### config.mk
export PLATFORM = sky130hd
export DESIGN_NAME = irq_ctrl_flat
export DESIGN_NICKNAME = d
export VERILOG_FILES = /design/src/rtl/irq_ctrl_pkg.sv /design/src/rtl/irq_ctrl_if.sv /design/src/rtl/irq_prio_arb.sv /design/src/rtl/irq_ctrl.sv /design/src/flat_wrapper.sv
export SDC_FILE = /design/constraint.sdc
export NUM_CORES = 1
export LEC_CHECK = 0
export BUFFER_PORTS_ARGS = -buffer_cell sky130_fd_sc_hd__buf_2
export CAP_MARGIN = 0
export CORE_MARGIN = 10
export CORE_UTILIZATION = 35
export CTS_CLUSTER_SIZE = 20
export DETAILED_ROUTE_END_ITERATION = 10
export PLACE_DENSITY = 0.49
export SLEW_MARGIN = 25
export SYNTH_ARGS = -nofsm -noshare
export SYNTH_HDL_FRONTEND = slang
export SYNTH_SLANG_ARGS = --single-unit
### constraint.sdc
create_clock -name clk -period 106.6 [get_ports clk]
set_clock_uncertainty 0.05 [all_clocks]
set_input_delay 21.32 -clock clk [delete_from_list [all_inputs] [get_ports clk]]
set_output_delay 21.32 -clock clk [all_outputs]
set_load 0.02 [all_outputs]
### src/rtl/irq_ctrl_pkg.sv
// Shared types and constants for the interrupt controller.
package irq_ctrl_pkg;

   // Request/service life cycle of one interrupt
   typedef enum logic [1:0] {
      IDLE   = 2'd0,
      REQ    = 2'd1,
      ACTIVE = 2'd2,
      DELAY  = 2'd3
   } irq_state_e;

   // CSR map
   localparam logic [1:0] CSR_MASK  = 2'd0;
   localparam logic [1:0] CSR_TIMER = 2'd1;
   localparam logic [1:0] CSR_PRIO  = 2'd2;
   localparam logic [1:0] CSR_PEND  = 2'd3;

   // Fixed source IDs
   localparam int IRQ_TIMER    = 0;
   localparam int IRQ_EBREAK   = 1;
   localparam int IRQ_BUSERROR = 2;

endpackage

### src/rtl/irq_ctrl_if.sv
// Core-side bus of the interrupt controller: CSR port plus req/ack/retire handshake.
interface irq_ctrl_if #(
   parameter int NUM_IRQ = 32
) ();
   localparam int IDW = $clog2(NUM_IRQ);

   logic               csr_we;
   logic [1:0]         csr_addr;
   logic [31:0]        csr_wdata;
   logic [31:0]        csr_rdata;
   logic               irq_req;
   logic [IDW-1:0]     irq_id;
   logic               irq_ack;
   logic               irq_retire;
   logic               irq_active;
   logic [NUM_IRQ-1:0] eoi;

   // Core side
   modport master (
      output csr_we, csr_addr, csr_wdata, irq_ack, irq_retire,
      input  csr_rdata, irq_req, irq_id, irq_active, eoi
   );

   // Controller side
   modport slave (
      input  csr_we, csr_addr, csr_wdata, irq_ack, irq_retire,
      output csr_rdata, irq_req, irq_id, irq_active, eoi
   );
endinterface

### src/rtl/irq_prio_arb.sv
// Combinational priority arbiter: highest priority wins, lowest index breaks ties.
module irq_prio_arb #(
   parameter int NUM_IRQ   = 32,
   parameter int PRIO_BITS = 2
) (
   input  logic [NUM_IRQ-1:0]                i_elig,
   input  logic [NUM_IRQ-1:0][PRIO_BITS-1:0] i_prio,
   output logic                              o_vld,
   output logic [$clog2(NUM_IRQ)-1:0]        o_id
);
   localparam int IDW = $clog2(NUM_IRQ);

   logic                 w_vld;
   logic [IDW-1:0]       w_id;
   logic [PRIO_BITS-1:0] w_best;

   // Ascending scan; only a strictly higher priority displaces the current pick
   always_comb begin
      w_vld  = 1'b0;
      w_id   = '0;
      w_best = '0;
      for (int i = 0; i < NUM_IRQ; i++) begin
         if (i_elig[i] && (!w_vld || (i_prio[i] > w_best))) begin
            w_vld  = 1'b1;
            w_id   = IDW'(i);
            w_best = i_prio[i];
         end
      end
   end

   assign o_vld = w_vld;
   assign o_id  = w_id;

endmodule

### src/rtl/irq_ctrl.sv
// Interrupt controller: pending capture, countdown timer, CSRs, arbitration
// and the request/service handshake towards the core.
module irq_ctrl
   import irq_ctrl_pkg::*;
#(
   parameter int          NUM_IRQ          = 32,
   parameter int          PRIO_BITS        = 2,
   parameter logic [31:0] MASKED_IRQ       = 32'h0,
   parameter logic [31:0] LATCHED_IRQ      = 32'hffff_ffff,
   parameter bit          ENABLE_IRQ_TIMER = 1'b1
) (
   input  logic               clk,
   input  logic               reset,
   input  logic [NUM_IRQ-1:0] irq,
   output logic [NUM_IRQ-1:0] irq_pending,
   irq_ctrl_if.slave          bus
);
   localparam int                 IDW       = $clog2(NUM_IRQ);
   localparam logic [NUM_IRQ-1:0] HARD_MASK = MASKED_IRQ[NUM_IRQ-1:0];
   localparam logic [NUM_IRQ-1:0] LATCH_EN  = LATCHED_IRQ[NUM_IRQ-1:0];

   irq_state_e                        r_state, w_state_nxt;
   logic [NUM_IRQ-1:0]                r_mask;
   logic [NUM_IRQ-1:0]                r_pend, w_pend_nxt;
   logic [NUM_IRQ-1:0][PRIO_BITS-1:0] r_prio;
   logic [31:0]                       r_timer;

   logic                              r_req, w_req_nxt;
   logic [IDW-1:0]                    r_id, w_id_nxt;
   logic                              r_active, w_active_nxt;
   logic [NUM_IRQ-1:0]                r_eoi, w_eoi_nxt;

   logic                              w_wr_mask, w_wr_tmr, w_wr_prio;
   logic [IDW-1:0]                    w_prio_id;
   logic                              w_tmr_fire;
   logic [NUM_IRQ-1:0]                w_set, w_clr, w_elig, w_id_onehot;
   logic                              w_arb_vld;
   logic [IDW-1:0]                    w_arb_id;
   logic                              w_ack;
   logic [31:0]                       w_rdata;

   assign w_wr_mask   = bus.csr_we && (bus.csr_addr == CSR_MASK);
   assign w_wr_tmr    = bus.csr_we && (bus.csr_addr == CSR_TIMER);
   assign w_wr_prio   = bus.csr_we && (bus.csr_addr == CSR_PRIO);
   assign w_prio_id   = bus.csr_wdata[IDW+7:8];
   assign w_id_onehot = {{(NUM_IRQ-1){1'b0}}, 1'b1} << r_id;

   // A reload in the expiry cycle suppresses the timer interrupt
   assign w_tmr_fire  = ENABLE_IRQ_TIMER && (r_timer == 32'd1) && !w_wr_tmr;

   // Sources that raise pending this cycle: the lines plus the timer expiry
   always_comb begin
      w_set            = irq;
      w_set[IRQ_TIMER] = irq[IRQ_TIMER] | w_tmr_fire;
   end

   // Ack clears only the latched bit of the accepted ID; a new set the same cycle wins
   assign w_clr      = w_ack ? w_id_onehot : '0;
   assign w_pend_nxt = (w_set | (r_pend & ~w_clr & LATCH_EN)) & ~HARD_MASK;
   assign w_elig     = r_pend & ~r_mask;

   // Pending vector
   always_ff @(posedge clk) begin
      if (reset) r_pend <= '0;
      else       r_pend <= w_pend_nxt;
   end

   // Software mask, all sources masked out of reset
   always_ff @(posedge clk) begin
      if (reset)          r_mask <= '1;
      else if (w_wr_mask) r_mask <= bus.csr_wdata[NUM_IRQ-1:0];
   end

   // Countdown timer; held at zero when the timer is not built in
   always_ff @(posedge clk) begin
      if (reset || !ENABLE_IRQ_TIMER) r_timer <= '0;
      else if (w_wr_tmr)              r_timer <= bus.csr_wdata;
      else if (r_timer != '0)         r_timer <= r_timer - 32'd1;
   end

   // Per-source priority, addressed by the ID field; out-of-range IDs are dropped
   always_ff @(posedge clk) begin
      if (reset)
         r_prio <= '0;
      else if (w_wr_prio && (int'(w_prio_id) < NUM_IRQ))
         r_prio[w_prio_id] <= bus.csr_wdata[PRIO_BITS-1:0];
   end

   irq_prio_arb #(
      .NUM_IRQ   (NUM_IRQ),
      .PRIO_BITS (PRIO_BITS)
   ) u_arb (
      .i_elig (w_elig),
      .i_prio (r_prio),
      .o_vld  (w_arb_vld),
      .o_id   (w_arb_id)
   );

   // Handshake next state; masking the requested ID withdraws it even if acked
   always_comb begin
      w_state_nxt  = r_state;
      w_req_nxt    = r_req;
      w_id_nxt     = r_id;
      w_active_nxt = r_active;
      w_eoi_nxt    = r_eoi;
      w_ack        = 1'b0;
      case (r_state)
         IDLE: begin
            if (w_arb_vld) begin
               w_id_nxt    = w_arb_id;
               w_req_nxt   = 1'b1;
               w_state_nxt = REQ;
            end
         end
         REQ: begin
            if (w_wr_mask && bus.csr_wdata[r_id]) begin
               w_req_nxt   = 1'b0;
               w_state_nxt = IDLE;
            end else if (bus.irq_ack) begin
               w_ack        = 1'b1;
               w_req_nxt    = 1'b0;
               w_active_nxt = 1'b1;
               w_eoi_nxt    = w_id_onehot;
               w_state_nxt  = ACTIVE;
            end
         end
         ACTIVE: begin
            if (bus.irq_retire) begin
               w_active_nxt = 1'b0;
               w_eoi_nxt    = '0;
               w_state_nxt  = DELAY;
            end
         end
         DELAY:   w_state_nxt = IDLE;
         default: w_state_nxt = IDLE;
      endcase
   end

   // State and registered handshake outputs
   always_ff @(posedge clk) begin
      if (reset) begin
         r_state  <= IDLE;
         r_req    <= 1'b0;
         r_id     <= '0;
         r_active <= 1'b0;
         r_eoi    <= '0;
      end else begin
         r_state  <= w_state_nxt;
         r_req    <= w_req_nxt;
         r_id     <= w_id_nxt;
         r_active <= w_active_nxt;
         r_eoi    <= w_eoi_nxt;
      end
   end

   // CSR read mux, zero-extended; the priority CSR is write-only
   always_comb begin
      w_rdata = '0;
      case (bus.csr_addr)
         CSR_MASK:  w_rdata[NUM_IRQ-1:0] = r_mask;
         CSR_TIMER: w_rdata              = r_timer;
         CSR_PRIO:  w_rdata              = '0;
         CSR_PEND:  w_rdata[NUM_IRQ-1:0] = r_pend;
         default:   w_rdata              = '0;
      endcase
   end

   assign bus.csr_rdata  = w_rdata;
   assign bus.irq_req    = r_req;
   assign bus.irq_id     = r_id;
   assign bus.irq_active = r_active;
   assign bus.eoi        = r_eoi;
   assign irq_pending    = r_pend;

endmodule

### src/flat_wrapper.sv
// flat-port wrapper written by rule: the top's interface ports become plain ports
module irq_ctrl_flat import irq_ctrl_pkg::*;
#(
   parameter int          NUM_IRQ          = 32,
   parameter int          PRIO_BITS        = 2,
   parameter logic [31:0] MASKED_IRQ       = 32'h0,
   parameter logic [31:0] LATCHED_IRQ      = 32'hffff_ffff,
   parameter bit          ENABLE_IRQ_TIMER = 1'b1
)
  (clk, reset, irq, irq_pending, bus_csr_we, bus_csr_addr, bus_csr_wdata, bus_irq_ack, bus_irq_retire, bus_csr_rdata, bus_irq_req, bus_irq_id, bus_irq_active, bus_eoi);
  irq_ctrl_if #(.NUM_IRQ(NUM_IRQ)) bus_i ();
  input  logic clk;
  input  logic reset;
  input  logic [NUM_IRQ-1:0] irq;
  output logic [NUM_IRQ-1:0] irq_pending;
  input wire logic [$bits(bus_i.csr_we)-1:0] bus_csr_we;
  input wire logic [$bits(bus_i.csr_addr)-1:0] bus_csr_addr;
  input wire logic [$bits(bus_i.csr_wdata)-1:0] bus_csr_wdata;
  input wire logic [$bits(bus_i.irq_ack)-1:0] bus_irq_ack;
  input wire logic [$bits(bus_i.irq_retire)-1:0] bus_irq_retire;
  output wire logic [$bits(bus_i.csr_rdata)-1:0] bus_csr_rdata;
  output wire logic [$bits(bus_i.irq_req)-1:0] bus_irq_req;
  output wire logic [$bits(bus_i.irq_id)-1:0] bus_irq_id;
  output wire logic [$bits(bus_i.irq_active)-1:0] bus_irq_active;
  output wire logic [$bits(bus_i.eoi)-1:0] bus_eoi;
  assign bus_i.csr_we = bus_csr_we;
  assign bus_i.csr_addr = bus_csr_addr;
  assign bus_i.csr_wdata = bus_csr_wdata;
  assign bus_i.irq_ack = bus_irq_ack;
  assign bus_i.irq_retire = bus_irq_retire;
  assign bus_csr_rdata = bus_i.csr_rdata;
  assign bus_irq_req = bus_i.irq_req;
  assign bus_irq_id = bus_i.irq_id;
  assign bus_irq_active = bus_i.irq_active;
  assign bus_eoi = bus_i.eoi;
  irq_ctrl #(.NUM_IRQ(NUM_IRQ), .PRIO_BITS(PRIO_BITS), .MASKED_IRQ(MASKED_IRQ), .LATCHED_IRQ(LATCHED_IRQ), .ENABLE_IRQ_TIMER(ENABLE_IRQ_TIMER)) u_core (.clk(clk), .reset(reset), .irq(irq), .irq_pending(irq_pending), .bus(bus_i));
endmodule
* Word level (Yosys, flattened, before mapping)
Index checks and enable logic that the tools add are counted.
Widths: inputs -> output; s select.
** Operators by class
- Add/subtract/negate cells :: 1
- Magnitude comparators :: 34
- Eq/ne operators :: 12
- Shift operators :: 1
- Multiplexer cells :: 123
- Bitwise operators :: 6
- Reduce and logical (&&, ||, !) cells :: 110
** Operators by type and width (count)
- $mux 32 :: 6
- $mux 5 :: 30
- $pmux 32 s4 :: 1
- $mux 2 :: 36
- $and 32x32->32 :: 2
- $bwmux 64 :: 1
- $not 32->32 :: 2
- $pmux 32 s2 :: 1
- $gt 2x2->1 :: 31
- $mux 1 :: 43
- $logic_and 1x1->1 :: 37
- $eq 32x1->1 const B :: 1
- $logic_not 1->1 :: 32
- $or 32x32->32 :: 1
- $reduce_bool 32->1 :: 1
- $shl 1x5->32 const A :: 1
- $sub 32x1->32 const B :: 1
- $logic_or 1x1->1 :: 31
- $lt 5x6->1 const B :: 2
- $demux 2 s5 :: 1
- $eq 2x2->1 const B :: 4
- $ne 2x2->1 const B :: 4
- $pmux 2 s4 :: 1
- $reduce_and 3->1 :: 2
- other kinds (10) :: 15
** Storage, ports and cells
- Register bits :: 201
- Input port bits :: 71
- Logic and storage cells :: 327

* Longest topological paths before layout
Gate-level depths: netlist of run 1.
- Depth in word-level cells :: 129
- Depth in mapped cells :: 215
- Gate-level depth less buffers :: 214

* Modules after synthesis
From an unflattened synthesis of run 1, not the netlist that was laid out.
** Unflattened totals
- Cells, all modules :: 1677
- Area, all modules :: 12579.6 µm²
** By module, submodules not included
- irq_ctrl :: times used 1, cells each 1213, area each 9559.2 µm², seq. area each 4023.9 µm²
- irq_prio_arb :: times used 1, cells each 464, area each 3020.4 µm², seq. area each 0.0 µm²

* Worst setup path before layout of run 1
Ideal clock, no wire load.
- Kind :: input to output
- Start point :: input bus_csr_addr[0]
- End point :: output bus_csr_rdata[0]
- Data arrival time :: 22694 ps
- Required time :: 85230 ps
- Slack :: 62536 ps
- Stages :: 4
- Path buffers :: 2
- Cell sequence :: clkbuf_1 > clkbuf_1 > mux2i_1 > o21ai_0
** Between the ends
- Word-level cells in the longest chain between the ends :: 2
- Elaborated cells on any way between the ends :: 5
- Classes of those cells :: eq/ne: 3; mux: 1; reduce/logical: 1
** Ends and longest elaborated chain
- start, declared :: RTL line flat_wrapper.sv:17 : input wire logic [$bits(bus_i.csr_addr)-1:0] bus_csr_addr;
- $eq 2x2->1 (tied with other cells) :: RTL line irq_ctrl.sv:159 : case (bus.csr_addr)
- $pmux 32 s4 (*) :: RTL line irq_ctrl.sv:159
- end, declared :: RTL line flat_wrapper.sv:21 : output wire logic [$bits(bus_i.csr_rdata)-1:0] bus_csr_rdata;
Mark *: on every way between the ends. The rest lies on a longest branch, timed or not.

* Worst setup path after layout of run 1
- Start point :: input bus_csr_addr[0]
- End point :: output bus_csr_rdata[9]
Same word-level chain as after synthesis.

==> impl_metrics.py, run 1 <==
metrics = {
    "synthesis": {
        "syn_area_per_cell_um2": 7.692,
        "ys.flop_type": "dfxtp_1",
        "synth_area_mm2": 0.01218,
        "synthArstFlopShare": 0,
        "synth_top_cell_by_area": "dfxtp_1",
        "yosysWarnings": 0,
        "synth_area_leaders": "dfxtp_1 (33%), nand2_1 (7.5%), a21oi_1 (6.9%)",
        "synth_cell_types": 99,
        "syn_inst": 1583,
        "yosys_register_bits": 201,
        "yosys.area.top_type_share": 0.3305,
        "syn_nets": 1690,
        "seq_area_frac_synth": 0.3305,
        "synth-edff-count": 0,
    },
    "critical_path": {
        "r2r_end": "u_core.bus.irq_id[2]",
        "critPathMaxFanout": 38,
        "worstPathRequired_ps": 85230,
        "crit_family": "buffers and inverters",
        "crit_arrival_ps": 23130,
        "crit_buf_inv": 4,
        "critPathLaunchType": "input port",
        "crit_path_end_kind": "primary output",
        "cpPeakStageDelay_ps": 520,
        "r2r_cells": 202,
        "crit_chain": "buf_2 > buf_4 > and2_1 > buf_4 > nand2_1 > o21ai_0 > buf_2",
        "reg2reg_from": "u_core.irq_pending[0]",
        "slowest_stage": "buf_4",
        "critPathKind": "in -> out",
        "r2r_slack_ps": 63250,
    },
    "timing": {
        "maxClockFrequency_mhz": 22.47,
        "slew_headroom": 0.3012,
        "worst_pin_slew_ps": 1040,
        "rsz0062_at_grt": "no",
        "setup_violations": 0,
        "period_share": 0.4174,
        "whs_ps": 405.8,
        "finalMaxSlewViolations": 0,
        "setup_ws_ps": 62100,
        "min_period_ps": 44500,
        "hold_viol": 0,
        "setup_tns_ps": 0,
    },
    "cts": {
        "cts_tree": "built",
        "cts.sinks": 201,
        "cts_hold_buffers": 0,
        "cts_buffers": 25,
        "clock_latency_ps": 530,
        "clk_pin_slew_worst_paths_ps": 50,
        "max-clock-path-buffers": 3,
        "cts-resized-gates": 0,
        "cts_root_buffer": "clkbuf_16",
        "cts_max_level": 1,
        "postCtsSetupBuffers": 0,
    },
    "grt": {
        "grt_use_total": 0.2067,
        "grt_pass1_vias": 11190,
        "grt_pass1_wl_um": 68520,
        "antenna_found_initial": 3,
        "grt_max_degree": 97,
        "gr-total-overflow": 0,
    },
    "finish": {
        "final_common_cell": "nand2_1",
        "final_net_count": 1815,
        "fin_cells": 2179,
        "final_core_util": 0.4135,
        "synthToLayoutAreaGrowth_pct": 17.01,
        "layout-drive-gt1-share": 0.1702,
        "layout_common_cells": "nand2_1 (243), dfxtp_1 (201), buf_2 (172)",
    },
    "die": {
        "rows": 68,
        "ios": 174,
        "die_area_mm2": 0.04265,
        "coreArea_mm2": 0.03446,
        "die_h_um": 206.5,
        "die_x_um": 206.5,
        "start_util": 0.3534,
    },
    "routing": {
        "first_pass_iters": 7,
        "drt-initial-drc-count": 1047,
        "antenna_left": 0,
        "routed_wl_um": 45310,
        "drc": 0,
        "vias": 11890,
        "viasPerCell": 5.458,
        "wire_per_inst_um": 20.79,
    },
    "power_and_ir_drop": {
        "leakage_nw": 5.555,
        "vdd_drop_max_mv": 0.01026,
        "power_density_mw_per_mm2": 16.04,
    },
    "hold_path": {
        "min-delay-path-class": "reg -> reg",
        "min_to": "u_core.bus.eoi[1]",
        "worstHoldStart": "u_core.bus.eoi[1]",
        "min_delay_path_depth": 2,
    },
    "placement": {
        "hpwl_um": 34070,
        "placed_cells": 2136,
        "port-buffer-count": 173,
        "gp_congestion": 0.8650,
        "dp_slack_ps": 62110,
    },
    "job": {
        "cap_viol_max_count": 0,
    },
    "run_status": {
        "outcome": "finished, final reports clean",
    },
}
per-layer routing:
| metal | vias to the layer above | GRT usage | share of wire |
|---|---|---|---|
| li1 | 5861 | - | - |
| met1 | 5618 | 0.2853 | 0.46 |
| met3 | 54 | 0.04232 | 0.069 |
| met4 | 2 | 0.04144 | 0.016 |
| met5 | - | 0 | 0.00015 |
| met2 | 358 | 0.3266 | 0.45 |
cells in the mapped netlist (4+ instances only):
cell type,number
mux2_2,6
a21oi_1,167
xnor2_1,14
o21ai_1,6
or2_2,6
nand2_1,243
and3b_1,5
nor3_1,40
nor2_1,170
nand3b_1,18
o21ai_0,88
nand2b_1,21
o211ai_1,4
o21a_1,8
nor4_1,11
a211o_1,33
a22o_1,5
dfxtp_1,201
mux2i_1,45
clkbuf_1,79
a22oi_1,6
inv_1,48
o22ai_1,4
nand3_1,45
a31oi_1,8
nor2b_1,69
or3_1,9
and3_1,8
and2_1,11
nand4_1,8
nor3b_1,10
o41ai_1,4
nor2b_4,4
ha_1,36
a211oi_1,26
a32oi_1,4
a21o_1,5
mux4_2,10
area by class of cell:
type | instances | area [um2]
sequential | 201 | 4024
antenna | 2 | 5.005
clock inverter | 6 | 85.08
clock buffer | 35 | 733.2
inverter | 49 | 183.9
fill | 3605 | 20210
timing repair buffer | 187 | 1021
tap | 455 | 569.3
multi-input combinational | 1244 | 7626
cells by family (layout without fill, tap and decap cells):
logic type | after synthesis | in the layout | share of synthesized area
xor gates and xnor gates | 17 | 17 | 0.01223
other | 0 | 2 | 0
AOI/OAI and AO/OA | 424 | 424 | 0.2290
and+or+nand+nor | 704 | 704 | 0.2834
adders and majority gates | 38 | 38 | 0.03864
muxes | 61 | 61 | 0.06104
buffers and inverters | 138 | 277 | 0.04521
DFF | 201 | 201 | 0.3305
worst max path at each step:
stage | from | end | slack [ps] | cells past startpoint
6_report | bus_csr_addr[0] | bus_csr_rdata[9] | 62100 | 7
5_1_grt | u_core.irq_pending[0] | u_core.bus.irq_id[2] | 59250 | 206
4_1_cts | bus_csr_addr[0] | bus_csr_rdata[9] | 62100 | 7
3_5_place_dp | bus_csr_addr[0] | bus_csr_rdata[9] | 62110 | 7
3_3_place_gp | bus_csr_addr[0] | bus_csr_rdata[12] | 62190 | 7
2_1_floorplan | bus_csr_addr[0] | bus_csr_rdata[0] | 62540 | 4
worst min-delay path: stages (launching register included):
cell and delay (ps):
dfxtp_1 310, nand2_1 50, a21oi_1 50
stage by stage:
| stage | instance area [um2] | total power (W) |
|---|---|---|
| after global routing | 14240 | 0.0002400 |
| after floorplan | 12180 | 0.0001243 |
| final | 14250 | 0.0002285 |
| after CTS | 14240 | 0.0002304 |
| after global placement | 13360 | 0.0001429 |
| after detailed placement | 13420 | 0.0001442 |
power breakdown:
part | internal, W | switching (W) | leakage [nW]
logic | 0.0000220 | 0.0000338 | 3.51
registers | 0.0000798 | 0.00000732 | 1.64
clock network | 0.0000521 | 0.0000335 | 0.398
total | 0.000154 | 0.0000746 | 5.56
sequential cells by signal (all words and copies together) (netlist names), named ones only:
register               cells
u_core.bus.eoi            32
u_core.bus.irq_active      1
u_core.bus.irq_id          5
u_core.bus.irq_req         1
u_core.irq_pending        32
u_core.r_mask             32
u_core.r_prio             64
u_core.r_state             1
u_core.r_timer            32
Power figures use the tool's default switching activity.
==> run 2: changes to the inputs <==
--- a/config.mk
+++ b/config.mk
@@ -11,7 +11,7 @@
 export CORE_UTILIZATION = 35
 export CTS_CLUSTER_SIZE = 20
 export DETAILED_ROUTE_END_ITERATION = 10
-export PLACE_DENSITY = 0.49
+export PLACE_DENSITY = 0.51
 export SLEW_MARGIN = 25
 export SYNTH_ARGS = -nofsm -noshare
 export SYNTH_HDL_FRONTEND = slang
==> constraint.sdc (replaced) <==
create_clock -name clk -period 37 [get_ports clk]
set_clock_uncertainty 0.05 [all_clocks]
set_input_delay 7.4 -clock clk [delete_from_list [all_inputs] [get_ports clk]]
set_output_delay 7.4 -clock clk [all_outputs]
set_load 0.02 [all_outputs]
==> impl_metrics.py, run 2 (synthesis gave the netlist of run 1 again) <==
metrics = {
    "die": {
        "die_area_mm2": 0.04265,
        "ios": 174,
        "start_util": 0.3534,
        "rows": 68,
        "die_h_um": 206.5,
        "coreArea_mm2": 0.03446,
        "die_x_um": 206.5,
    },
    "power_and_ir_drop": {
        "swShare": 0.3216,
        "power_density_mw_per_mm2": 44.96,
        "power_frac_comb": 0.269,
        "p_int_w": 0.0004892,
        "p_seq_frac": 0.346,
        "vdd_drop_max_mv": 0.03061,
        "leakage_nw": 6.275,
        "p_clk_frac": 0.386,
        "p_switching_w": 0.0002320,
    },
    "critical_path": {
        "reg2reg_from": "u_core.r_mask[0]",
        "critPathLaunchType": "flip-flop",
        "critPathMaxFanout": 4,
        "worstPathRequired_ps": 37330,
        "r2r_end": "u_core.bus.irq_id[3]",
        "critPathKind": "reg -> reg",
        "cpPeakStageDelay_ps": 460,
        "slowest_stage": "or3_4",
        "r2r_cells": 213,
        "crit_path_frequent_cell": "nor2_2",
        "crit_path_end_kind": "flip-flop",
        "crit_arrival_ps": 36090,
        "r2r_slack_ps": 1230,
    },
    "cts": {
        "clk_pin_slew_worst_paths_ps": 60,
        "cts.sinks": 201,
        "cts_buffers": 24,
        "cts_max_level": 1,
        "clock_latency_ps": 530,
        "cts_tree": "built",
        "cts_root_buffer": "clkbuf_16",
        "max-clock-path-buffers": 3,
    },
    "timing": {
        "setup_ws_ps": 1234,
        "finalMaxSlewViolations": 0,
        "period_share": 0.9666,
        "setup_tns_ps": 0,
        "whs_ps": 403.2,
        "slew_headroom": 0.3850,
        "rsz0062_at_grt": "yes",
        "setup_violations": 0,
        "min_period_ps": 35770,
        "hold_viol": 0,
        "worst_pin_slew_ps": 919.1,
        "maxClockFrequency_mhz": 27.96,
    },
    "grt": {
        "grt_pass1_vias": 11640,
        "grt_use_total": 0.2061,
        "grt_max_degree": 109,
        "gr-total-overflow": 0,
        "grt_pass1_wl_um": 69190,
        "antenna_found_initial": 2,
    },
    "hold_path": {
        "worstHoldStart": "u_core.bus.eoi[2]",
        "min_delay_path_depth": 2,
        "min-delay-path-class": "reg -> reg",
        "min_to": "u_core.bus.eoi[2]",
    },
    "run_status": {
        "outcome": "finished, final reports clean",
    },
    "routing": {
        "routed_wl_um": 46900,
        "drt-initial-drc-count": 807,
        "viasPerCell": 5.542,
        "first_pass_iters": 6,
        "drc": 0,
        "wire_per_inst_um": 20.54,
        "antenna_left": 0,
        "vias": 12650,
    },
    "finish": {
        "layout-drive-gt1-share": 0.2960,
        "final_core_util": 0.4655,
        "regMostFlops": "u_core.r_prio",
        "n_antenna_cell": 0,
        "synthToLayoutAreaGrowth_pct": 31.74,
        "layout_common_cells": "nand2_1 (235), dfxtp_1 (199), buf_2 (172)",
        "final_net_count": 1917,
        "largest_reg_flops": 64,
        "final_common_cell": "nand2_1",
        "fin_area_mm2": 0.01604,
    },
    "placement": {
        "gp_congestion": 0.9133,
        "hpwl_um": 33610,
        "port-buffer-count": 173,
        "placed_cell_area_mm2": 0.01389,
        "dp_slack_ps": -957.3,
    },
    "job": {
        "cap_viol_max_count": 0,
    },
}
run 2: cell types whose count changed in the layout (fill, tap and decap cells not counted), sizes merged:
cell / change
bufinv: +5
buf: +103
diode: -2
clkinv: +3
clkbuf: -5
run 2: worst max-delay path by stage:
stage,cells after the start,to,start
after floorplan,208,u_core.bus.irq_id[1],u_core.irq_pending[0]
after global placement,214,u_core.bus.irq_id[3],u_core.r_mask[0]
after detailed placement,211,u_core.bus.irq_id[2],u_core.r_mask[0]
after CTS,213,u_core.bus.irq_id[3],u_core.r_mask[0]
after global routing,214,u_core.bus.irq_id[4],u_core.irq_pending[0]
final,213,u_core.bus.irq_id[3],u_core.r_mask[0]
run 2: final cells by class:
type	count	area, um2
fillers	3455	18420
multi-input cells	1244	8548
flip-flops and latches	201	4026
repair buffers	290	1789
clock buffers	30	674.4
well taps	455	569.3
clock inverters	14	250.2
inverters	49	183.9
run 2: stage by stage:
step | total power (W) | cells
3_3_place_gp | 0.0004161 | 2200
2_1_floorplan | 0.0003580 | 1583
3_5_place_dp | 0.0004191 | 2201
6_report | 0.0007212 | 2283
4_1_cts | 0.0006991 | 2249
5_1_grt | 0.0007543 | 2283
run 2: worst max-delay path, delay by kind of cell, from the launching register on:
family | cells | cell delay, ps
and+or+nand+nor | 85 | 10610
muxes | 7 | 2300
buffers and inverters | 13 | 1520
DFF | 1 | 350
adders and majority gates | 33 | 8950
AOI/OAI and AO/OA | 75 | 11800
run 2: power groups by stage:
stage                     registers, W  logic [W]  clock network, W
after floorplan               0.000252   0.000106                 0
after global placement        0.000253   0.000163                 0
after detailed placement      0.000254   0.000165                 0
after CTS                     0.000249   0.000168          0.000283
after global routing          0.000252   0.000211          0.000292
final                         0.000249   0.000194          0.000278
run 2: per-layer routing:
layer  GRT usage  part of all wire
met4     0.04900             0.022
met2      0.3331              0.47
met3     0.03103             0.060
met5           0                 0
met1      0.2824              0.45
run 2: timing repair:
| item | in CTS | in global routing |
|---|---|---|
| hold buffers | 0 | 0 |
| buffers inserted | 4 | 34 |
| resized for setup | 20 | 187 |
| setup endpoints to repair | 5 | 5 |
| pin swaps | 2 | 131 |
==> run 3: changes to the inputs <==
--- a/config.mk
+++ b/config.mk
@@ -12,6 +12,7 @@
 export CTS_CLUSTER_SIZE = 20
 export DETAILED_ROUTE_END_ITERATION = 10
 export PLACE_DENSITY = 0.51
+export RECOVER_POWER = 25
 export SLEW_MARGIN = 25
 export SYNTH_ARGS = -nofsm -noshare
 export SYNTH_HDL_FRONTEND = slang
==> impl_metrics.py, run 3 (synthesis gave the netlist of run 1 again) <==
metrics = {
    "cts": {
        "clk_pin_slew_worst_paths_ps": 60,
        "cts_buffers": 24,
        "cts_root_buffer": "clkbuf_16",
        "cts_hold_buffers": 0,
        "clock_latency_ps": 530,
        "max-clock-path-buffers": 3,
        "cts_tree": "built",
        "cts_max_level": 1,
        "cts.sinks": 201,
    },
    "power_and_ir_drop": {
        "vdd_drop_max_mv": 0.03049,
        "p_switching_w": 0.0002317,
        "power_density_mw_per_mm2": 45.18,
        "leakage_nw": 6.010,
        "p_seq_frac": 0.346,
        "p_int_w": 0.0004886,
        "p_clk_frac": 0.385,
        "power_frac_comb": 0.268,
        "swShare": 0.3217,
    },
    "critical_path": {
        "crit_start": "u_core.r_mask[0]",
        "r2r_slack_ps": 1190,
        "worstPathRequired_ps": 37320,
        "critPathKind": "reg -> reg",
        "critPathLaunchType": "flip-flop",
        "cpPeakStageDelay_ps": 460,
        "r2r_cells": 213,
        "crit_path_end_kind": "flip-flop",
        "crit_arrival_ps": 36130,
        "slowest_stage": "or3_4",
        "critPathMaxFanout": 4,
        "crit_path_frequent_cell": "nor2_2",
        "reg2reg_from": "u_core.r_mask[0]",
        "r2r_end": "u_core.bus.irq_id[3]",
    },
    "routing": {
        "antenna_left": 0,
        "viasPerCell": 5.530,
        "vias": 12620,
        "routed_wl_um": 46990,
        "drc": 0,
        "drt-initial-drc-count": 794,
        "wire_per_inst_um": 20.58,
        "first_pass_iters": 5,
    },
    "placement": {
        "dp_slack_ps": -957.3,
        "gp_congestion": 0.9133,
        "port-buffer-count": 173,
        "placed_cells": 2201,
        "hpwl_um": 33610,
    },
    "grt": {
        "gr-total-overflow": 0,
        "grt_max_degree": 109,
        "antenna_found_initial": 2,
        "grt_pass1_vias": 11640,
        "grt_pass1_wl_um": 69190,
        "grt_use_total": 0.2061,
    },
    "hold_path": {
        "min-delay-path-class": "reg -> reg",
        "min_to": "u_core.bus.eoi[5]",
        "min_delay_path_depth": 2,
        "worstHoldStart": "u_core.bus.eoi[5]",
    },
    "finish": {
        "final_common_cell": "nand2_1",
        "regMostFlops": "u_core.r_prio",
        "layout-drive-gt1-share": 0.2582,
        "synthToLayoutAreaGrowth_pct": 30.92,
        "layout_common_cells": "nand2_1 (235), dfxtp_1 (199), a21oi_1 (157)",
        "largest_reg_flops": 64,
        "final_net_count": 1917,
        "fillers": 3491,
        "fin_cells": 2283,
        "n_antenna_cell": 0,
    },
    "timing": {
        "rsz0062_at_grt": "yes",
        "setup_violations": 0,
        "whs_ps": 405.3,
        "setup_ws_ps": 1190,
        "slew_headroom": -0.8125,
        "worst_pin_slew_ps": 2719,
        "min_period_ps": 35810,
        "finalMaxSlewViolations": 39,
        "hold_viol": 0,
        "maxClockFrequency_mhz": 27.93,
        "period_share": 0.9678,
    },
    "die": {
        "rows": 68,
        "die_h_um": 206.5,
        "coreArea_mm2": 0.03446,
        "die_x_um": 206.5,
        "ios": 174,
        "die_area_mm2": 0.04265,
        "start_util": 0.3534,
    },
    "job": {
        "cap_viol_max_count": 1,
    },
    "run_status": {
        "outcome": "complete, but fails checks",
        "violations": "capacitance limit, slew limit",
    },
}
-- run 3: layer usage --
metal | GRT usage | vias up | share of wire | wire length (um)
met5 | 0 | - | 0 | 0
met4 | 0.04900 | 0 | 0.020 | 957
met3 | 0.03103 | 72 | 0.059 | 2771
met2 | 0.3331 | 352 | 0.47 | 21970
met1 | 0.2824 | 6130 | 0.45 | 21290
li1 | - | 6070 | - | -
-- run 3: how the worst max path moves through the flow --
stage	slack, ps	depth (start not counted)	end
5_1_grt	-700	214	u_core.bus.irq_id[4]
3_5_place_dp	-960	211	u_core.bus.irq_id[2]
2_1_floorplan	560	208	u_core.bus.irq_id[1]
3_3_place_gp	-240	214	u_core.bus.irq_id[3]
4_1_cts	20	213	u_core.bus.irq_id[3]
6_report	1190	213	u_core.bus.irq_id[3]
-- run 3: repair_timing --
item	in CTS	in global routing
cloned	0	0
setup endpoints to repair	5	5
gates resized for setup	20	187
hold endpoints to repair	0	0
buffers inserted	4	34
pin swaps	2	131
-- run 3: cell type report --
class | instances | area (um2) | share of cell area
Clock buffer | 30 | 674.4 | 0.04230
Clock inverter | 14 | 250.2 | 0.01570
Inverter | 49 | 183.9 | 0.01154
Multi-Input combinational cell | 1244 | 8543 | 0.5359
Sequential cell | 201 | 4026 | 0.2526
Tap cell | 455 | 569.3 | 0.03571
Timing Repair Buffer | 290 | 1694 | 0.1063
-- run 3: power groups by stage --
stage / Sequential (W) / Combinational (W) / Clock [W]
after floorplan: 0.000252 / 0.000106 / 0
after global placement: 0.000253 / 0.000163 / 0
after detailed placement: 0.000254 / 0.000165 / 0
after CTS: 0.000249 / 0.000168 / 0.000283
after global routing: 0.000252 / 0.000210 / 0.000292
final: 0.000250 / 0.000193 / 0.000278
-- run 3: stage by stage --
| stage | instance area, um2 | utilization | power (W) | TNS [ps] |
|---|---|---|---|---|
| after floorplan | 12180 | - | 0.0003580 | 0 |
| after global placement | 13860 | 0.4022 | 0.0004161 | -1021 |
| after detailed placement | 13890 | 0.4030 | 0.0004191 | -4629 |
| after CTS | 14920 | 0.4329 | 0.0006991 | 0 |
| after global routing | 15940 | 0.4626 | 0.0007538 | -3140 |
| final | 15940 | 0.4626 | 0.0007203 | 0 |
-- run 3: critical path, delay by kind of cell (launching register included) --
kind	cells	cell delay [ps]
simple gates	85	10610
compound gates	75	11850
buf+inv	13	1520
mux	7	2300
flops	1	350
fa+ha+maj	33	8960
